File: src/rtl/serv_lsu_seq.sv
// Load/store sequencer: one Wishbone classic cycle per request, then streams read data W bits/cycle LSB first.
// Latency: i_req->o_wb_cyc 1 cycle, ack->o_done (store) or first o_rd_valid (load) 1 cycle; optional ack timeout via SERV_LSU_TIMEOUT_EN.
// Backpressure: none; requests while busy or during the o_done cycle are dropped, BUS waits for i_wb_ack.
module serv_lsu_seq #(
    parameter int W       = 1,
    parameter int B       = W - 1,
    parameter int TIMEOUT = 255
) (
    input  logic        i_clk,
    input  logic        i_rst_n,
    input  logic        i_req,
    input  logic        i_we,
    input  logic [31:0] i_adr,
    input  logic [31:0] i_dat,
    input  logic [3:0]  i_sel,
    input  logic        i_misalign,
    output logic        o_busy,
    output logic        o_rd_valid,
    output logic [B:0]  o_rd,
    output logic        o_done,
    output logic        o_trap,
    output logic        o_err,
    output logic [31:0] o_wb_adr,
    output logic [31:0] o_wb_dat,
    output logic [3:0]  o_wb_sel,
    output logic        o_wb_we,
    output logic        o_wb_cyc,
    input  logic [31:0] i_wb_rdt,
    input  logic        i_wb_ack
);

    localparam int         BEATS    = 32 / W;
    localparam logic [5:0] LAST     = 6'(BEATS - 1);
    localparam logic [5:0] PRE_LAST = 6'(BEATS - 2);

    typedef enum logic [1:0] {IDLE, BUS, STREAM} state_t;

    state_t      state, next_state;
    logic [31:0] shreg;
    logic [5:0]  beat_cnt;
    logic        accept, trap_set, done_set, ld_cap;

`ifdef SERV_LSU_TIMEOUT_EN
    logic [15:0] to_cnt;
    logic        err_set;
`endif

    assign o_busy = (state != IDLE);
    assign o_rd   = shreg[B:0];

    always_comb begin
        next_state = state;
        accept     = 1'b0;
        trap_set   = 1'b0;
        done_set   = 1'b0;
        ld_cap     = 1'b0;
`ifdef SERV_LSU_TIMEOUT_EN
        err_set    = 1'b0;
`endif
        case (state)
            IDLE: begin
                // o_done still high means the previous store is finishing this cycle
                if (i_req && !o_done) begin
                    if (i_misalign) begin
                        trap_set = 1'b1;
                    end else begin
                        accept     = 1'b1;
                        next_state = BUS;
                    end
                end
            end
            BUS: begin
                if (o_wb_cyc && i_wb_ack) begin
                    if (o_wb_we) begin
                        done_set   = 1'b1;
                        next_state = IDLE;
                    end else begin
                        ld_cap     = 1'b1;
                        next_state = STREAM;
                    end
                end
`ifdef SERV_LSU_TIMEOUT_EN
                else if (to_cnt == 16'(TIMEOUT - 1)) begin
                    err_set    = 1'b1;
                    next_state = IDLE;
                end
`endif
            end
            STREAM: begin
                if (beat_cnt == PRE_LAST) done_set = 1'b1;
                if (beat_cnt == LAST) next_state = IDLE;
            end
            default: next_state = IDLE;
        endcase
    end

    always_ff @(posedge i_clk or negedge i_rst_n) begin
        if (!i_rst_n) begin
            state      <= IDLE;
            o_wb_cyc   <= 1'b0;
            o_wb_adr   <= 32'h0;
            o_wb_dat   <= 32'h0;
            o_wb_sel   <= 4'h0;
            o_wb_we    <= 1'b0;
            o_rd_valid <= 1'b0;
            o_done     <= 1'b0;
            o_trap     <= 1'b0;
            shreg      <= 32'h0;
            beat_cnt   <= 6'd0;
        end else begin
            state      <= next_state;
            o_done     <= done_set;
            o_trap     <= trap_set;
            o_rd_valid <= (next_state == STREAM);
            if (accept) begin
                o_wb_adr <= i_adr & 32'hFFFF_FFFC;
                o_wb_dat <= i_dat;
                o_wb_sel <= i_sel;
                o_wb_we  <= i_we;
                o_wb_cyc <= 1'b1;
            end else if (state == BUS && next_state != BUS) begin
                o_wb_cyc <= 1'b0;
            end
            if (ld_cap) begin
                shreg    <= i_wb_rdt;
                beat_cnt <= 6'd0;
            end else if (state == STREAM) begin
                shreg    <= shreg >> W;
                beat_cnt <= beat_cnt + 6'd1;
            end
        end
    end

`ifdef SERV_LSU_TIMEOUT_EN
    always_ff @(posedge i_clk or negedge i_rst_n) begin
        if (!i_rst_n) begin
            to_cnt <= 16'd0;
            o_err  <= 1'b0;
        end else begin
            o_err <= err_set;
            if (accept) to_cnt <= 16'd0;
            else if (state == BUS && !i_wb_ack) to_cnt <= to_cnt + 16'd1;
        end
    end
`else
    assign o_err = 1'b0;
`endif

endmodule

File: config.mk
export PLATFORM = sky130hd
export DESIGN_NAME = serv_lsu_seq
export DESIGN_NICKNAME = d
export VERILOG_FILES = /design/src/rtl/serv_lsu_seq.sv
export SDC_FILE = /design/constraint.sdc
export NUM_CORES = 1
export LEC_CHECK = 0
export CAP_MARGIN = 20
export CORE_MARGIN = 2
export CORE_UTILIZATION = 39
export DETAILED_ROUTE_END_ITERATION = 8
export PLACE_DENSITY_LB_ADDON = 0.08
export RECOVER_POWER = 25
export SYNTH_ARGS = -nofsm -noshare
export SYNTH_HDL_FRONTEND = slang
export SYNTH_SLANG_ARGS = --single-unit
File: constraint.sdc
create_clock -name i_clk -period 1.8 [get_ports i_clk]
set_input_delay 0.36 -clock i_clk [delete_from_list [all_inputs] [get_ports i_clk]]
set_output_delay 0.36 -clock i_clk [all_outputs]
set_load 0.05 [all_outputs]
# Word level (Yosys, flattened, before mapping)
# Index checks and enable logic that the tools add are counted.
# totals
elab_cells	51
latch_bits	0
register_bits	111
n_memories	0
rom_bits	0
ramBits	0
out_inout_bits	76
in_bits	106
# op_classes
reduce_logical	8
div_mod_pow	0
order_cmp	0
mux	25
n_eq_ne	6
n_mul	0
n_bitwise	0
addsub	1
n_shift	0
# op_table
operator	count
$mux W32	2
$mux W1	14
$eq A6 B5 Y1 const B	2
$mux W6	2
$mux W2	5
$add A6 B1 Y6 const B	1
$pmux W2 S3	1
$reduce_bool A2 Y1	3
$eq A2 B2 Y1 const B	2
$logic_and A1 B1 Y1	3
$eq A2 B1 Y1 const B	1
$logic_not A2 Y1	1
$ne A2 B1 Y1 const B	1
$pmux W1 S2	1
$logic_not A1 Y1	1

# Logic depth before layout (Yosys ltp)
# depth
word_depth	8
depth_mapped	8
ltp_nobuf	6

# Least setup slack after synthesis
# Ideal clock, no wire load.
# synth_timing
path_type	register -> register
start	reg o_done
end	reg o_wb_adr[12]
slack_ps	-26
arrival_time_ps	1702
stages_incl_launch_ff	6
synth_period_minus_slack_ps	1826
path_buffers	3
cell_sequence	dfrtp_1 > and4bb_1 > buf_2 > buf_2 > buf_4 > mux2_2
# synth_between
elab_chain_len	4
# synth_rtl
element	line	rtl
start: declaration	20	output logic o_done,
start signal: assignment	112	o_done <= done_set;
$logic_not A1 Y1	63	if (i_req && !o_done) begin
$logic_and A1 B1 Y1	63	
$mux W1	63	
$mux W1	60	case (state)
end signal: assignment	116	o_wb_adr <= i_adr & 32'hFFFF_FFFC;
end: declaration	23	output logic [31:0] o_wb_adr,
# Every way passes these cells.
# A chain may end at the register's enable or synchronous reset.

# Final worst setup path
# layout_timing
start	reg state[0]
end	reg o_wb_cyc
# layout_between
elab_chain_len	6
elab_cells_between_ends	13
# layout_rtl
element	line	rtl
start: declaration	38	state_t state, next_state;
start signal: assignment	111	state <= next_state;
$mux W2	64	if (i_misalign) begin
$mux W2	63	
$pmux W2 S3	60	
$ne A2 B1 Y1	121	end else if (state == BUS && next_state != BUS) begin
$logic_and A1 B1 Y1	121	
$reduce_bool A2 Y1 (no line)	--	
end signal: assignment	100	o_wb_cyc <= 1'b0;
end signal: assignment	120	o_wb_cyc <= 1'b1;
end signal: assignment	122	o_wb_cyc <= 1'b0;
end: declaration	27	output logic o_wb_cyc,
# Parallel ways exist; a longest one is shown, timed or not.

==> impl_summary.txt <==
----------------------------------------------------
[Setup path]
  Crit path launch type ... register
  Class of the most critical setup path ... register to register
  Cell-by-cell trace of the critical path ... inv_1 -> ha_2 -> buf_4 -> a2111oi_1 -> buf_4 -> or4b_1 -> o21ai_1
  Maximum fanout along the worst path ... 9
  Library cell appearing most often on the critical path ... sky130_fd_sc_hd__buf_4
  Worst Path Required ... 2.07 ns
  Critical Path Sink Type ... register
  Cell family with the largest share of critical-path delay ... simple AND/OR/NAND/NOR gates
  Cell type of the slowest stage on the worst timing path ... sky130_fd_sc_hd__or4b_1
  CP Buf/Inv Count ... 3
  Delay of the slowest cell on the worst path ... 0.46 ns
  Data arrival time of the critical path ... 2.02 ns

[Logic synthesis]
  Cell count after synthesis ... 353
  Most frequent cell after synthesis ... sky130_fd_sc_hd__dfrtp_1
  Share of synthesized cell area in full adder, half adder and majority cells ... 1.625%
  Synthesized area ... 4621 sq um
  Largest family of logic cells by synthesized area ... multiplexers
  Synthesized flop and latch total ... 111
  Post-Synth Simple-Gate Area ... 5.957%
  Main area contributors after synthesis ... sky130_fd_sc_hd__dfrtp_1 (60%), sky130_fd_sc_hd__mux2_2 (16%), sky130_fd_sc_hd__mux2i_1 (6.9%), sky130_fd_sc_hd__o21ai_0 (3.7%), sky130_fd_sc_hd__nand2_1 (2.9%)
  Warnings from Yosys ... 0
  Complex-gate fraction of the synthesized area ... 5.037%
  Fraction of post-synthesis cell area in the top cell type by area ... 60.11%
  Post-synth cell types ... 32
  Leading area contributor after synthesis ... sky130_fd_sc_hd__dfrtp_1
  Post-synthesis async set-or-reset flop share ... 100.0%
  Top FF cell, synth ... sky130_fd_sc_hd__dfrtp_1
  Mux contribution to synthesized area ... 23.26%
  Number of enable-type register cells in the synthesized netlist ... 0
  Mean cell area of the mapped netlist ... 13.09 sq um
  Top post-synthesis cells by count ... sky130_fd_sc_hd__dfrtp_1 (111), sky130_fd_sc_hd__mux2_2 (67), sky130_fd_sc_hd__nand2_1 (36)
  Sequential share of the synthesized area ... 60.11%
  Parity-gate share of the synthesized area counting xor and xnor cells ... 0.7582%

[Timing]
  Final setup violation count ... 0
  Hold Violations, Final ... 0
  Worst clock skew ... 0.006738 ns
  Remaining max-slew budget at the tightest pin ... 51.53%
  Worst Max-Slew Pin Slew ... 0.7270 ns
  Post-route clock period utilization ... 96.98%
  Setup repair after global routing missed its margin ... yes
  Final worst path period need ... 1.746 ns
  Top achievable clock speed ... 0.5729 GHz
  Max-slew violations ... 0
  Total Negative Setup Slacks ... 0 ns

[Pwr]
  Fraction of power consumed by sequential logic ... 33.2%
  Switching part of the total ... 43.87%
  Total internal power ... 7.403 mW
  Static leakage power ... 2.926 nW
  IR Drop Worst-Case VDD ... 1346 uV
  Clock power frac ... 15.7%
  Share of power burned in combinational logic ... 51.0%
  Areal power density over the cells ... 1933 nW/um^2
  NetSw ... 5.786 mW

[Drt]
  DRC violation count after routing ... 0
  Total number of vias ... 3344
  Routed WL per cell ... 15.12 um
  Vias per Instance ... 4.853
  Initial drt markers ... 191
  Post-route antenna net violation count ... 0
  Total iterations of the first detailed-routing run ... 4
  Final WL ... 10.42 mm

[Global routing]
  Maximum number of pins on one net before global-route repair ... 70
  First-pass GRT wire length ... 17.29 mm
  Initial antenna violation count ... 0
  Gr usage total ... 17.11%
  Aggregate global routing overflow ... 0
  Number of global-route vias before repair ... 3546

[Clocking]
  Total clock buffers created by CTS ... 9
  Clock tree from TritonCTS ... done
  Master cell of the clock root buffer ... sky130_fd_sc_hd__clkbuf_16
  Sinks on Clock Net ... 111
  Clock slew at reported path FFs ... 0.07 ns
  Number of H-tree branching levels ... 3
  Clock latency on the worst-skew pair ... 0.34 ns
  Maximum buffer depth of the clock tree ... 2

[Job]
  Max_cap viols ... 0

[Status]
  Result of the run ... complete, no violations

[Floorplanning]
  Starting Density ... 40.29%
  Area of the core ... 11470 sq um
  Number of I/O pins ... 182
  Vertical die dimension ... 112.9 um
  Total die area ... 12740 sq um
  Width of the die ... 112.9 um
  Row Count ... 39

[Final layout]
  Layout Utilization ... 59.51%
  Diodes inserted ... 0
  Layout overhead on the synthesized area ... 47.68%
  Filler Cells Inserted ... 972
  Final net count ... 653
  Proportion of layout cells with a drive suffix above 1 ... 33.70%

[Placement]
  Port bufs ... 176
  Placer congestion estimate ... 0.7339
  Final HPWL from detailed placement ... 7.610 mm

[Worst hold path]
  Hold Path Class ... register to register

----------------------------------------------------
[per-stage QoR]
step	area (sq um)	power, mW	hold slack, ns	cells	worst slack, ns
4_1_cts	6832	13.37	0.3903	689	0.004919
5_1_grt	6824	13.95	0.5190	689	-0.04357
3_3_place_gp	6505	11.07	0.2216	672	-0.1609
2_1_floorplan	4632	8.836	0.06441	355	0.02062
3_5_place_dp	6505	11.21	0.2208	672	-0.1995
6_report	6824	13.19	0.5075	689	0.05439
[layout make-up]
| type | instances | area (sq um) | area share (%) |
|---|---|---|---|
| flip-flops and latches | 111 | 2779 | 40.72 |
| clock inverters | 7 | 87.58 | 1.283 |
| clock buffers | 9 | 225.2 | 3.300 |
| inverters | 7 | 26.28 | 0.3850 |
| repair buffers | 198 | 1807 | 26.48 |
| well taps | 143 | 178.9 | 2.622 |
| multi-input cells | 214 | 1720 | 25.21 |
[worst reg2reg max path, cell delays in order, from the launching register on]
cell	delay (ns)
sky130_fd_sc_hd__dfrtp_1	0.40
sky130_fd_sc_hd__inv_1	0.09
sky130_fd_sc_hd__ha_2	0.17
sky130_fd_sc_hd__buf_4	0.17
sky130_fd_sc_hd__a2111oi_1	0.10
sky130_fd_sc_hd__buf_4	0.14
sky130_fd_sc_hd__or4b_1	0.46
sky130_fd_sc_hd__o21ai_1	0.14
[repair_timing]
item                                    4_1_cts  5_1_grt
hold buffers                                  1        0
buffers inserted                              0        0
endpoints found under the setup margin        1       36
cloned                                        0        0
gates resized for setup                       3        3
endpoints found under the hold margin        10        0
pin swaps                                     0        1
[flip-flops by register name, indices dropped and copies added (netlist names), 2 cells and up]
signal,flops
o_wb_dat,32
shreg,32
state,2
beat_cnt,6
o_wb_sel,4
o_wb_adr,30
[per-layer routing]
| layer | global-route usage (%) | up-vias | wire length [um] |
|---|---|---|---|
| li1 | - | 1594 | - |
| met1 | 20.25 | 1634 | 4196 |
| met2 | 27.94 | 108 | 5142 |
| met3 | 8.516 | 8 | 952 |
| met4 | 4.390 | 0 | 124 |
| met5 | 0 | - | 0 |
[kinds of logic after synthesis]
family,after synthesis
flip-flops,111
AO/OA/AOI/OAI,43
multiplexers,99
buffers and inverters,30
other,1
XOR/XNOR,4
adder cells (fa/ha/maj),6
AND/OR/NAND/NOR,59
[worst paths after layout]
path / start / end / slack (ns) / cells after the start
worst min-delay path: o_wb_adr[7] / o_wb_adr[7] / 0.51 / 1
min in group asynchronous: i_rst_n / shreg[19] / 0.59 / 2
max in group asynchronous: i_rst_n / o_wb_adr[4] / 0.24 / 3
worst min register to register: o_wb_adr[7] / o_wb_adr[7] / 0.51 / 1
worst max-delay path: state[0] / o_wb_cyc / 0.05 / 7
worst max register to register: state[0] / o_wb_cyc / 0.05 / 7
[cells in the final DEF, fill, tap and decap left out, types with 2 or more instances in the layout]
cell type	count
sky130_fd_sc_hd__dfrtp_1	110
sky130_fd_sc_hd__clkdlybuf4s50_1	102
sky130_fd_sc_hd__buf_4	88
sky130_fd_sc_hd__mux2_2	67
sky130_fd_sc_hd__nand2_1	36
sky130_fd_sc_hd__o21ai_0	34
sky130_fd_sc_hd__mux2i_1	32
sky130_fd_sc_hd__clkbuf_16	9
sky130_fd_sc_hd__nor2_1	8
sky130_fd_sc_hd__inv_1	6
sky130_fd_sc_hd__ha_1	5
sky130_fd_sc_hd__buf_12	5
sky130_fd_sc_hd__clkinv_2	4
sky130_fd_sc_hd__nand4_1	3
sky130_fd_sc_hd__xor2_1	3
sky130_fd_sc_hd__conb_1	3
sky130_fd_sc_hd__nand3b_1	2
sky130_fd_sc_hd__and2_1	2
sky130_fd_sc_hd__a21boi_2	2
sky130_fd_sc_hd__a21oi_1	2
sky130_fd_sc_hd__bufinv_16	2
[power by group through the flow]
stage                     clock, mW  combinational (mW)  sequential (mW)
after floorplan                   0                1.64             7.19
after global placement            0                6.69             4.37
after detailed placement          0                6.78             4.43
after CTS                      2.17                6.80             4.40
after global routing           2.26                7.12             4.57
final                          2.07                6.73             4.38
Power figures use the tool's default switching activity.
